--- src/rtl/mem_port_arbiter.sv ---
// Arbitrates I-fetch and LSU onto one sync memory port; grant is combinational, read data returns 1 cycle later.
// Backpressure: a losing requester sees ready=0 and must hold its request; D wins unless I has waited STARVE_LIMIT cycles.
module mem_port_arbiter #(
  parameter int ADDR_W       = 8,
  parameter int DATA_W       = 16,
  parameter int STARVE_LIMIT = 4
) (
  input  logic              clk,
  input  logic              reset,
  input  logic              i_req,
  input  logic [ADDR_W-1:0] i_addr,
  output logic              i_ready,
  output logic              i_rvalid,
  output logic [DATA_W-1:0] i_rdata,
  input  logic              d_req,
  input  logic              d_we,
  input  logic [ADDR_W-1:0] d_addr,
  input  logic [DATA_W-1:0] d_wdata,
  output logic              d_ready,
  output logic              d_rvalid,
  output logic [DATA_W-1:0] d_rdata,
  output logic              mem_en,
  output logic              mem_we,
  output logic [ADDR_W-1:0] mem_addr,
  output logic [DATA_W-1:0] mem_wdata,
  input  logic [DATA_W-1:0] mem_rdata
);

  localparam logic [3:0] LIMIT = 4'(STARVE_LIMIT);

  logic       grant_i;
  logic       grant_d;
  logic       force_i;
  logic       rd_grant;
  logic       rd_pending;
  logic       rd_owner;
  logic [3:0] starve_cnt;

  assign force_i = (starve_cnt == LIMIT);

  always_comb begin
    grant_i = 1'b0;
    grant_d = 1'b0;
    if (!reset) begin
      if (force_i && i_req) begin
        grant_i = 1'b1;
      end else if (d_req) begin
        grant_d = 1'b1;
      end else if (i_req) begin
        grant_i = 1'b1;
      end
    end
  end

  assign i_ready   = grant_i;
  assign d_ready   = grant_d;
  assign mem_en    = grant_i | grant_d;
  assign mem_we    = grant_d & d_we;
  assign mem_addr  = grant_i ? i_addr : (grant_d ? d_addr : '0);
  assign mem_wdata = grant_d ? d_wdata : '0;

  // Owner 1 means the outstanding read belongs to the LSU.
  assign rd_grant = grant_i | (grant_d & ~d_we);

  always_ff @(posedge clk) begin
    if (reset) begin
      rd_pending <= 1'b0;
      rd_owner   <= 1'b0;
      starve_cnt <= 4'd0;
    end else begin
      rd_pending <= rd_grant;
      rd_owner   <= grant_d;
      if (i_req && !grant_i) begin
        if (starve_cnt != LIMIT) starve_cnt <= starve_cnt + 4'd1;
      end else begin
        starve_cnt <= 4'd0;
      end
    end
  end

  // Return path is not gated by reset so a read accepted just before reset still completes.
  assign i_rvalid = rd_pending & ~rd_owner;
  assign d_rvalid = rd_pending & rd_owner;
  assign i_rdata  = i_rvalid ? mem_rdata : '0;
  assign d_rdata  = d_rvalid ? mem_rdata : '0;

endmodule

--- config.mk ---
export PLATFORM = sky130hd
export DESIGN_NAME = mem_port_arbiter
export DESIGN_NICKNAME = d
export VERILOG_FILES = /design/src/rtl/mem_port_arbiter.sv
export SDC_FILE = /design/constraint.sdc
export NUM_CORES = 1
export LEC_CHECK = 0
export ABC_AREA = 1
export BUFFER_PORTS_ARGS = -buffer_cell sky130_fd_sc_hd__buf_2
export CAP_MARGIN = 20
export CORE_MARGIN = 2
export CORE_UTILIZATION = 30
export DETAILED_ROUTE_END_ITERATION = 16
export GPL_TIMING_DRIVEN = 0
export PLACE_DENSITY = 0.89
export SYNTH_ARGS = -nofsm -noshare
export SYNTH_HDL_FRONTEND = slang
export SYNTH_SLANG_ARGS = --single-unit
--- constraint.sdc ---
create_clock -name clk -period 1.5 [get_ports clk]
set_input_delay 0.15 -clock clk [delete_from_list [all_inputs] [get_ports clk]]
set_output_delay 0.15 -clock clk [all_outputs]
set_load 0.03 [all_outputs]
==> flow_summary.json, run 1 <==
{
  "root_buffer": "clkbuf_4",
  "rsz0062_at_grt": "true",
  "antenna_found_initial": 0,
  "fin_crit_sh_pct": 108,
  "synth_seq_area_share_pct": 14.9,
  "dp_worst_setup_slack_ns": -0.0651,
  "synthToLayoutAreaGrowth_pct": 129,
  "fin_crit_ns": 1.62,
  "numClockSinks": 6,
  "dieHeight_microns": 55.9,
  "die_x_microns": 55.9,
  "swShare_pct": 44.1,
  "start_kind": "flip-flop",
  "drtPass1Iterations": 4,
  "leakage_nw": 1.18,
  "drc": 0,
  "grt_pass1_vias": 1356,
  "finalSetupViolCount": 27,
  "htreeDepth": 1,
  "netlist-cell-type-count": 18,
  "drive_gt1_share_pct": 62.8,
  "power_density_nw_per_um2": 434,
  "seqPwrFrac_pct": 20.7,
  "clock_path_buffers": 2,
  "path_max_fanout": 10,
  "cp.arrival_ns": 1.47,
  "p_int_w": 0.000450,
  "cp.required_ns": 1.35,
  "gp_congestion": 0.699,
  "gr-usage-all-layers_pct": 22.2,
  "violations": "negative setup slack",
  "fmax_mhz": 617,
  "die_area_sq_um": 3130,
  "syn-num-nets": 211,
  "ctsHoldBuffers": 0,
  "fin_setup_tns_ns": -1.49,
  "io_pins": 115,
  "timing.final.ws_setup_ns": -0.120,
  "cts-buffers-inserted": 3,
  "nNetsFinal": 339,
  "relSlewSlack_pct": 81.5,
  "final_area_sq_um": 1850,
  "path_delay_family": "buffers and inverters",
  "post_dp_cell_area_sq_um": 1450,
  "end_kind": "output port",
  "path_clk_slew_ns": 0.04,
  "final_core_util_pct": 73.5,
  "syn_avg_cell_area_sq_um": 5.18,
  "timing.critical_path.cells": "inv_2 > ha_4 > nand4_4 > nand2_4 > buf_12 > nor2_2 > buf_6",
  "yosys_warnings": 0,
  "crit_buf_inv": 3,
  "tritoncts": "done",
  "comb_power_share_pct": 60.6,
  "max_cap_violations": 0,
  "wl_per_cell_microns": 11.8,
  "slowest_stage": "dfxtp_4",
  "core_region_area_sq_um": 2520,
  "drt_wl_total_mm": 3.69,
  "dp_hpwl_mm": 2.21,
  "clkPwrFrac_pct": 18.7,
  "dp_cells": 300,
  "critPathMaxStageDelay_ns": 0.35,
  "final_cell_mix": "buf_2 (83), inv_1 (39), nor2_1 (31)",
  "grt-ovfl-total": 0,
  "antennaDiodeCount": 0,
  "port_buffers": 114,
  "synthCells": 156,
  "p_sw_w": 0.000355,
  "grt_max_degree": 11,
  "yosys_register_bits": 6,
  "hold_path.class": "input port to flip-flop",
  "dr.first_iter.drc_count": 73,
  "grt_pass1_wl_mm": 5.71,
  "num_vias": 1423,
  "fin_skew_ns": 0.00180,
  "status": "complete, but fails checks",
  "via_per_inst": 4.56,
  "clk-insertion-delay-late_ns": 0.25,
  "final_max_slew_viol_count": 0,
  "drtAntennaViolNets": 0,
  "start_util_pct": 32.0,
  "fin_cells": 312,
  "tightest_slew_ns": 0.277,
  "rows": 18,
  "ir_worst_vdd_uv": 295,
  "final_common_cell": "buf_2",
  "netlist_area_sq_um": 808,
  "finalHoldViolCount": 0,
  "path_class": "flip-flop to output port"
}
## final timing paths
kind                       from       endpoint  slack [ns]  depth (start not counted)
setup / recovery  starve_cnt[1]   mem_wdata[4]       -0.12                          7
setup reg to reg  starve_cnt[1]       rd_owner        0.30                          7
hold / removal             d_we     rd_pending        0.27                          4
hold reg to reg   starve_cnt[3]  starve_cnt[3]        0.49                          2
## cell families (layout without fill, tap and decap cells)
| kind of cell | Yosys count | count (layout) | synth area share [%] |
|---|---|---|---|
| AND/OR/NAND/NOR | 96 | 97 | 54.3 |
| buffers and inverters | 49 | 174 | 25.4 |
| flip-flops | 6 | 6 | 14.9 |
| adder cells (fa/ha/maj) | 2 | 2 | 3.10 |
| AO/OA/AOI/OAI | 2 | 2 | 1.24 |
| XOR/XNOR | 1 | 1 | 1.08 |
## synthesized netlist by cell type
master,n,area share [%]
nor2_4,1,1.4
inv_1,44,20
nand4_1,1,0.77
nand2_4,1,1.4
dfxtp_1,6,15
nor2_1,54,25
xnor2_1,1,1.1
buf_2,2,1.2
clkbuf_2,1,0.62
buf_6,1,1.4
nand2_1,16,7.4
clkbuf_8,1,1.7
nand3_1,20,12
nor2_8,1,2.5
nand2_2,1,0.77
ha_1,2,3.1
nand4_4,1,2.6
a21oi_1,2,1.2
## power by group through the flow
stage          registers, W  logic, W  clock network (W)
3_3_place_gp       0.000171  0.000383                  0
2_1_floorplan      0.000170  0.000245                  0
6_report           0.000167  0.000488           0.000150
3_5_place_dp       0.000171  0.000388                  0
5_1_grt            0.000167  0.000521           0.000155
4_1_cts            0.000166  0.000450           0.000151
## layout make-up
class                           instances  area (sq um)
Fill cell                             178           668
Buffer                                  5          52.6
Clock buffer                            3          22.5
Multi-Input combinational cell        102           617
Timing Repair Buffer                  122           832
Inverter                               44           168
Tap cell                               30          37.5
Sequential cell                         6           125
## timing repair
item / 4_1_cts / 5_1_grt
setup buffers: 4 / 3
pin swaps: 9 / 5
setup endpoints to repair: 28 / 48
gates cloned: 2 / 0
resized for setup: 68 / 36
## flip-flops by register name, summed over array words and instances (netlist names)
| name | flops |
|---|---|
| rd_pending | 1 |
| starve_cnt | 4 |
| rd_owner | 1 |
## stage by stage
| step | total power (W) | hold WS (ns) |
|---|---|---|
| after floorplan | 0.000416 | 0.346 |
| after global placement | 0.000554 | 0.448 |
| after detailed placement | 0.000559 | 0.459 |
| after CTS | 0.000767 | 0.205 |
| after global routing | 0.000843 | 0.304 |
| final | 0.000805 | 0.273 |
## metal layers
metal | routed length (microns) | GRT usage, %
met1 | 1180 | 19.5
met5 | 0 | 0
met4 | 111 | 9.52
met3 | 387 | 5.12
met2 | 2020 | 46.4
## worst min-delay path, cell delays in order
cell and delay (ns):
buf_2 0.08, inv_1 0.07, nand3_1 0.10, nand2_1 0.06
Power figures use the tool's default switching activity.
==> inputs of run 2 (changes only) <==
CTS_BUF_LIST = sky130_fd_sc_hd__clkbuf_16   (was unset)
==> run 2 against run 1 <==
Net effect:
- the run still ends with negative setup slack left
- fmax is 2.9% higher
- global-route usage is 1.2 points lower
- clock skew is 0.0011 ns lower
- total power is 33% higher
- routed wire length is 11% lower
- design area is 1.1% higher
- final cell count stayed put
- critical path depth stayed put
- combinational power is 3% lower
- die area stayed put
- clock-buffer cell count stayed put
- sequential power hardly changed
==> flow_summary.json, run 2 (synthesis gave the netlist of run 1 again) <==
{
  "hold_path.class": "input port to flip-flop",
  "ctsHoldBuffers": 0,
  "relSlewSlack_pct": 82.2,
  "clock_path_buffers": 2,
  "grt_pass1_wl_mm": 5.41,
  "ir_worst_vdd_uv": 481,
  "dieHeight_microns": 55.9,
  "cp.required_ns": 1.35,
  "htreeDepth": 1,
  "finalSetupViolCount": 19,
  "io_pins": 115,
  "die_x_microns": 55.9,
  "gp_congestion": 0.699,
  "fillers": 175,
  "cp.arrival_ns": 1.42,
  "dp_hpwl_mm": 2.21,
  "dr.first_iter.drc_count": 39,
  "grt_pass1_vias": 1295,
  "final_max_slew_viol_count": 0,
  "multi_input_area_sq_um": 597,
  "post_dp_cell_area_sq_um": 1450,
  "drtAntennaViolNets": 0,
  "power_density_nw_per_um2": 570,
  "path_clk_slew_ns": 0.03,
  "finalHoldViolCount": 0,
  "status": "complete, but fails checks",
  "leakage_nw": 1.20,
  "fmax_mhz": 635,
  "final_common_cell": "buf_2",
  "rows": 18,
  "timing.hold.ws_ns": 0.225,
  "max_cap_violations": 0,
  "root_buffer": "clkbuf_16",
  "numClockSinks": 6,
  "dp_worst_setup_slack_ns": -0.0651,
  "path_max_fanout": 10,
  "die_area_sq_um": 3130,
  "end_kind": "output port",
  "port_buffers": 114,
  "grt_max_degree": 11,
  "seq_area_sq_um": 125,
  "path_class": "flip-flop to output port",
  "cts-buffers-inserted": 3,
  "fin_crit_sh_pct": 105,
  "start_kind": "flip-flop",
  "fin_setup_tns_ns": -0.522,
  "start_util_pct": 32.0,
  "drc": 0,
  "fin_crit_ns": 1.57,
  "grt-ovfl-total": 0,
  "final_area_sq_um": 1880,
  "top_register": "starve_cnt",
  "antenna_found_initial": 0,
  "drive_gt1_share_pct": 60.3,
  "fin_skew_ns": 0.000719,
  "nNetsFinal": 339,
  "tightest_slew_ns": 0.266,
  "final_cell_mix": "buf_2 (86), inv_1 (40), nor2_1 (33)",
  "reg_top3": "starve_cnt (4), rd_owner (1), rd_pending (1)",
  "num_vias": 1371,
  "drtPass1Iterations": 4,
  "gr-usage-all-layers_pct": 21.0,
  "violations": "negative setup slack",
  "antennaDiodeCount": 0,
  "core_region_area_sq_um": 2520,
  "via_per_inst": 4.39,
  "synthToLayoutAreaGrowth_pct": 132,
  "rsz0062_at_grt": "true",
  "tritoncts": "done",
  "wl_per_cell_microns": 10.5,
  "clk-insertion-delay-late_ns": 0.23,
  "timing.final.ws_setup_ns": -0.0742,
  "largest_reg_flops": 4,
  "drt_wl_total_mm": 3.27
}
## run 2: cell counts in the layout (fill, tap and decap cells not counted)
No cell type changed its count.
## run 2: worst paths after layout
kind / from / to / slack (ns) / depth (start not counted)
max: starve_cnt[1] / mem_wdata[15] / -0.07 / 7
min: d_we / rd_pending / 0.23 / 4
max reg2reg: starve_cnt[1] / rd_owner / 0.30 / 7
min reg2reg: starve_cnt[3] / starve_cnt[3] / 0.48 / 2
## run 2: routing by layer
metal / vias to the layer above / track usage, % / part of all wire, %
met5: - / 0 / 0
met3: 11 / 5.58 / 12
li1: 703 / - / -
met4: 0 / 7.14 / 3.5
met1: 570 / 19.5 / 33
met2: 87 / 42.9 / 51
## run 2: timing repair
action	4_1_cts	5_1_grt
cloned	2	0
setup buffers	5	2
gates resized for setup	62	28
pin swaps	6	5
setup endpoints to repair	28	44
## run 2: final cells by class
type                    instances  share of cell area [%]
repair buffers                122                    43.8
multi-input cells             102                    31.8
inverters                      44                    8.94
flip-flops and latches          6                    6.67
clock buffers                   3                    4.00
plain buffers                   5                    2.80
well taps                      30                    2.00
## run 2: where the power goes
part,total [W],switching (W),internal (W)
logic,0.000473,0.000283,0.000191
clock network,0.000428,0.0000859,0.000342
registers,0.000167,0.00000328,0.000164
## run 2: worst max-delay path, cell delays in order, from the launching register on
cell and delay (ns):
dfxtp_4 0.35, inv_4 0.03, ha_4 0.17, nand4_4 0.10
nand2_4 0.10, buf_12 0.16, nor2_2 0.12, buf_6 0.15
## run 2: metrics by stage
step	instances	util (%)	power [W]
floorplan	156	-	0.000416
global placement	300	57.6	0.000554
detailed placement	300	57.6	0.000559
CTS	310	70.8	0.00104
global route	312	74.4	0.00112
finish	312	74.4	0.00107
